--- src/rtl/abft_tile_ctrl.sv ---
// Tile sequencer for the ABFT column-checksum accumulator array: clear, feed rows, drain, check.
// Optional ABFT_ERR_CNT_EN builds a saturating failing-tile counter on err_cnt_o.
module abft_tile_ctrl #(
   parameter int unsigned arraySize    = 4,
   parameter int unsigned addressWidth = 3,
   parameter int unsigned memAddrWidth = 8,
   parameter int unsigned zBits        = 12
) (
   input  logic                          clk_i,
   input  logic                          rst_i,
   input  logic                          start_i,
   input  logic [memAddrWidth-1:0]       base_addr_i,
   input  logic [arraySize*zBits-1:0]    chk_in_i,
   output logic                          busy_o,
   output logic                          done_o,
   output logic                          rd_en_o,
   output logic [memAddrWidth-1:0]       rd_addr_o,
   input  logic                          rd_gnt_i,
   output logic                          acc_rst_o,
   output logic                          acc_valid_o,
   input  logic [arraySize*zBits-1:0]    z_bus_i,
   output logic                          err_o,
   output logic [arraySize-1:0]          err_mask_o,
   output logic [7:0]                    err_cnt_o
);

   typedef enum logic [2:0] {
      StIdle,
      StClear,
      StFeed,
      StDrain0,
      StDrain1,
      StCheck,
      StDone
   } state_e;

   state_e                     state_q, state_d;
   logic [memAddrWidth-1:0]    base_q, base_d;
   logic [arraySize*zBits-1:0] chk_q, chk_d;
   logic [addressWidth-1:0]    cnt_q, cnt_d;
   logic [memAddrWidth-1:0]    addr_hold_q, addr_hold_d;
   logic                       acc_valid_q, acc_valid_d;
   logic                       err_q, err_d;
   logic [arraySize-1:0]       err_mask_q, err_mask_d;
   logic [arraySize-1:0]       mismatch;
   logic [memAddrWidth-1:0]    feed_addr;

   // Row address wraps naturally at memAddrWidth bits.
   assign feed_addr = base_q + memAddrWidth'(cnt_q);

   always_comb begin
      mismatch = '0;
      for (int unsigned k = 0; k < arraySize; k++) begin
         mismatch[k] = (z_bus_i[k*zBits +: zBits] != chk_q[k*zBits +: zBits]);
      end
   end

   always_comb begin
      state_d     = state_q;
      base_d      = base_q;
      chk_d       = chk_q;
      cnt_d       = cnt_q;
      addr_hold_d = addr_hold_q;
      err_d       = err_q;
      err_mask_d  = err_mask_q;
      busy_o      = (state_q != StIdle);
      done_o      = 1'b0;
      rd_en_o     = 1'b0;
      acc_rst_o   = 1'b0;
      rd_addr_o   = addr_hold_q;

      unique case (state_q)
         StIdle: begin
            if (start_i) begin
               base_d     = base_addr_i;
               chk_d      = chk_in_i;
               err_d      = 1'b0;
               err_mask_d = '0;
               state_d    = StClear;
            end
         end
         StClear: begin
            acc_rst_o = 1'b1;
            cnt_d     = '0;
            state_d   = StFeed;
         end
         StFeed: begin
            rd_en_o     = 1'b1;
            rd_addr_o   = feed_addr;
            addr_hold_d = feed_addr;
            if (rd_gnt_i) begin
               cnt_d = cnt_q + 1'b1;
               if (cnt_q == addressWidth'(arraySize - 1)) begin
                  state_d = StDrain0;
               end
            end
         end
         StDrain0: state_d = StDrain1;
         StDrain1: state_d = StCheck;
         StCheck: begin
            err_mask_d = mismatch;
            err_d      = |mismatch;
            state_d    = StDone;
         end
         StDone: begin
            done_o  = 1'b1;
            state_d = StIdle;
         end
         default: state_d = StIdle;
      endcase

      acc_valid_d = rd_en_o & rd_gnt_i;
   end

   always_ff @(posedge clk_i or posedge rst_i) begin
      if (rst_i) begin
         state_q     <= StIdle;
         base_q      <= '0;
         chk_q       <= '0;
         cnt_q       <= '0;
         addr_hold_q <= '0;
         acc_valid_q <= 1'b0;
         err_q       <= 1'b0;
         err_mask_q  <= '0;
      end else begin
         state_q     <= state_d;
         base_q      <= base_d;
         chk_q       <= chk_d;
         cnt_q       <= cnt_d;
         addr_hold_q <= addr_hold_d;
         acc_valid_q <= acc_valid_d;
         err_q       <= err_d;
         err_mask_q  <= err_mask_d;
      end
   end

   assign acc_valid_o = acc_valid_q;
   assign err_o       = err_q;
   assign err_mask_o  = err_mask_q;

`ifdef ABFT_ERR_CNT_EN
   logic [7:0] err_cnt_q, err_cnt_d;

   always_comb begin
      err_cnt_d = err_cnt_q;
      if ((state_q == StDone) && err_q && (err_cnt_q != 8'hFF)) begin
         err_cnt_d = err_cnt_q + 8'd1;
      end
   end

   always_ff @(posedge clk_i or posedge rst_i) begin
      if (rst_i) begin
         err_cnt_q <= '0;
      end else begin
         err_cnt_q <= err_cnt_d;
      end
   end

   assign err_cnt_o = err_cnt_q;
`else
   assign err_cnt_o = '0;
`endif

endmodule

--- config.mk ---
export PLATFORM = sky130hd
export DESIGN_NAME = abft_tile_ctrl
export DESIGN_NICKNAME = d
export VERILOG_FILES = /design/src/rtl/abft_tile_ctrl.sv
export SDC_FILE = /design/constraint.sdc
export NUM_CORES = 1
export LEC_CHECK = 0
export CORE_MARGIN = 4
export CORE_UTILIZATION = 24
export DETAILED_ROUTE_END_ITERATION = 10
export SETUP_SLACK_MARGIN = 0.15
export SKIP_CTS_REPAIR_TIMING = 1
export SYNTH_ARGS = -nofsm -noshare
export SYNTH_HDL_FRONTEND = slang
export SYNTH_SLANG_ARGS = --single-unit
--- constraint.sdc ---
create_clock -name clk_i -period 5.6 [get_ports clk_i]
set_input_delay 0.56 -clock clk_i [delete_from_list [all_inputs] [get_ports clk_i]]
set_output_delay 0.56 -clock clk_i [all_outputs]
set_load 0.005 [all_outputs]
Yosys cells after proc, flatten, opt, wreduce, memory -nomap -nowiden --
Cells that the tools add are included.
Word-level totals: flip-flop bits (word level) 76, bits in latches 0, memory bits (writable) 0, ROM bits 0, input bits 108, word-level logic and storage cells 48, memories 0
Cells by class: add/subtract/negate cells 2, multipliers 0, divide/modulo/power cells 0, $lt $le $gt $ge 0, equal/unequal tests 14, shifts and indexed selects 0, multiplexer cells 14, bitwise operators 1, reduce and logical (&&, ||, !) cells 9
Operators with widths (count):
- 12-bit inequality test | 4
- 3-bit case mux with 6 select lines | 1
- 3-bit two-way mux | 4
- 3-bit by 2-bit equality test with 1-bit output, second input constant | 3
- 3-bit equality test, second input constant | 3
- 8-bit by 3-bit adder with 8-bit output | 1
- 8-bit two-way mux | 1
- 4-bit case mux with 2 select lines | 1
- 2-bit inequality test, second input constant | 3
- 3-bit case mux with 2 select lines | 1
- 2-bit AND reduction | 3
- 1-bit two-way mux | 4
- 4-bit two-way mux | 1
- 2-bit nonzero test | 2
- 4-bit OR reduction | 1
- 3-bit by 1-bit adder with 3-bit output, second input constant | 1
- 3-bit by 1-bit equality test with 1-bit output, second input constant | 1
- 3-bit zero test | 1
- 3-bit AND reduction | 1
- 3-bit nonzero test | 1
- 1-bit case mux with 2 select lines | 1
- 1-bit bitwise AND | 1

Depth between registers and ports, before layout --
depth after elaboration 4, gate-level depth with buffers 7, mapped depth without buffers 7

Worst setup path before layout --
OpenSTA, ideal clock, no wires.
path kind register -> output, from register cnt_q[0], to output rd_addr_o[6], arrival time 1.587 ns, data required time 5.040 ns, setup slack 3.453 ns, stages on the path, launching flop included 8, buffers on the path 0, cells stage by stage dfrtp_1 -> ha_1 -> inv_1 -> fa_1 -> nor2b_1 -> o2111ai_1 -> xor2_1 -> o21ai_0
On the way: longest elaborated chain between the ends 2
RTL lines:
- start, declared | line 40 | logic [addressWidth-1:0] cnt_q, cnt_d;
- start signal, assigned | line 129 | cnt_q <= cnt_d;
- 8-bit by 3-bit adder with 8-bit output | line 49 | assign feed_addr = base_q + memAddrWidth'(cnt_q);
- 8-bit two-way mux
- end, declared | line 17 | output logic [memAddrWidth-1:0] rd_addr_o,
Every way passes these cells.

Worst setup path in the final report --
from register cnt_q[0], to output rd_addr_o[4]
The elaborated chain is that of the path after synthesis.

==> flow_summary.toml <==
[yosys]
synth.avg_cell_area_um2 = 9.01
yosysMostFrequentCell = "nand2_1"
ys_seq_elements = 76
yosys.area.top_type = "dfrtp_1"
synth-edff-count = 0
synth.distinct_cells = 38
synthCells = 413
ys_seq_area_share_pct = 51.1
synth_common_cells = "nand2_1, dfrtp_1, xnor2_1"
syn_area_mm2 = 0.00372
synth.top_cell.area_share_pct = 51.1
yosys_warnings = 0
synth.area.top_cells = "dfrtp_1, nand2_1, xnor2_1"
ys.flop_type = "dfrtp_1"
async_reset_ff_share_pct = 100

[global_routing]
gr-usage-met2_pct = 19.4
antenna_found_initial = 0
overflow = 0
grt_max_degree = 77
grtUsageMet1_pct = 14.4
gr-usage-met3_pct = 2.36
grt.total_usage_pct = 11.6
grt_pass1_wl_um = 16400
grt_pass1_vias = 3289
grt.busiest_layer = "met2"

[clock_tree]
numCtsBuffers = 9
cts_sinks = 76
clk_pin_slew_ps = 70
clk-insertion-delay-late_ps = 340
cts_root_buf = "clkbuf_16"
htree_num_levels = 3
clock_path_buffers = 2
cts_tree = "built"

[drt]
vias_per_cell = 4.16
vias = 3024
dr.pass1.iters = 5
drc_errors = 0
ant_nets = 0
drt_iter0_drc = 78
wl_per_cell_um = 13.3
drt_wl_total_um = 9640

[power]
p_per_area_mw_per_mm2 = 460
ir_worst_vdd_mv = 0.205
leakage_uw = 0.00245
p_total_uw = 2480

[sta]
rsz0062_at_grt = "false"
slew_violations = 0
fin_ws_ps = 2440
relSlewSlack_pct = 26.1
hold_violations = 0
finalSetupViolations = 0
finalSetupTns_ps = 0
holdWs_ps = 486
fin_crit_sh_pct = 56.4
fmax_mhz = 316
worst_clock_skew_ps = 9.21
worst_pin_slew_ps = 1110
layout_min_cycle_time_ps = 3160

[layout]
design_area_mm2 = 0.00539
antenna_cells = 0
synthToLayoutAreaGrowth_pct = 44.8
regArea_mm2 = 0.00190
layout.nets = 648
drive_gt1_share_pct = 4.82
multi_input_area_mm2 = 0.00165
num-fill-cells = 1553

[run]
max-cap-violations = 0

[setup_path]
cp-end-kind = "primary output"
arrival_ps = 2600
crit_path_start_kind = "flop"
worst-path-max-fanout = 4
crit_required_ps = 5040
worst-setup-path-type = "flop to primary output"

[die]
die_w_um = 132
die_h_um = 132
core_mm2 = 0.0152
initial_utilization_pct = 24.5
die_area_mm2 = 0.0176
ios = 134
num_rows = 45

[placed_design]
io_buffers = 125
place_hpwl_um = 7110
place_congestion = 0.766
place_area_mm2 = 0.00508
pre_cts_ws_ps = 2790

[min_path]
hold_class = "flop to flop"

[run_status]
outcome = "finished, final reports clean"
## placed cells by master, fill, tap and decap left out, types with 2 or more instances in the layout
cell | synthesis | layout
nor4_1 | 2 | 2
clkbuf_16 | 0 | 9
nand3_1 | 6 | 6
nand2_2 | 1 | 2
nor3_1 | 5 | 5
o21ai_0 | 14 | 14
nand2_1 | 181 | 180
nor2_1 | 5 | 5
nand4_1 | 10 | 10
ha_1 | 5 | 5
buf_4 | 9 | 2
clkdlybuf4s50_1 | 0 | 125
clkinvlp_4 | 0 | 5
dfrtp_1 | 76 | 76
xnor2_1 | 36 | 36
inv_1 | 8 | 7
conb_1 | 1 | 8
a21oi_1 | 2 | 2
or3_1 | 2 | 2
xor2_1 | 16 | 16
a31oi_1 | 2 | 2
## where the power goes
group          internal, uW  total [uW]  switching [uW]
Combinational           466         904             437
Sequential              800         987             187
Clock                   346         588             241
Total                  1610        2480             865
## sequential cells by signal (all words and copies together), names as in the netlist
signal / flops
state_q: 3
cnt_q: 3
addr_hold_q: 8
chk_q: 48
err_mask_o: 4
err_o: 1
acc_valid_o: 1
base_q: 8
## per-layer routing
metal  vias up  wire (um)
li1       1531          -
met3        11        370
met1      1405       4260
met4         0        195
met2        77       4810
met5         -          0
## logic make-up after synthesis
group / Yosys count / share of synthesized area, %
AND/OR/NAND/NOR: 220 / 24.9
flip-flops: 76 / 51.1
XOR/XNOR: 52 / 12.2
buffers and inverters: 33 / 5.38
AO/OA/AOI/OAI: 24 / 3.77
adder cells (fa/ha/maj): 6 / 2.22
other: 1 / 0.101
multiplexers: 1 / 0.269
## worst paths after layout
check | startpoint | end | slack, ps | depth (start not counted)
max | cnt_q[0] | rd_addr_o[4] | 2440 | 8
min | base_q[0] | base_q[0] | 490 | 2
max reg2reg | state_q[0] | base_q[1] | 3590 | 3
min reg2reg | base_q[0] | base_q[0] | 490 | 2
max in group asynchronous | rst_i | chk_q[31] | 4090 | 3
min in group asynchronous | rst_i | chk_q[18] | 820 | 3
## worst max-delay path, stage by stage, from the launching register on
cell and delay (ps):
dfrtp_1 390, ha_1 190, inv_1 60, fa_1 390, nor2b_1 160, o21ai_0 110
xor2_1 150, o21ai_0 250, clkdlybuf4s50_1 560
## through the flow
| step | util [%] | std cells |
|---|---|---|
| final | 35.4 | 727 |
| after CTS | 35.4 | 727 |
| after global routing | 35.4 | 727 |
| after global placement | 33.4 | 711 |
| after floorplan | - | 420 |
| after detailed placement | 33.4 | 711 |
## final cells by class
type                            instances  area share [%]
Sequential cell                        76            35.3
Multi-Input combinational cell        311            30.6
Timing Repair Buffer                  127            23.5
Tap cell                              188            4.37
Clock buffer                            9            4.18
Clock inverter                          7            1.42
Inverter                                9           0.650
No activity file was read; power rests on OpenSTA's default activity.
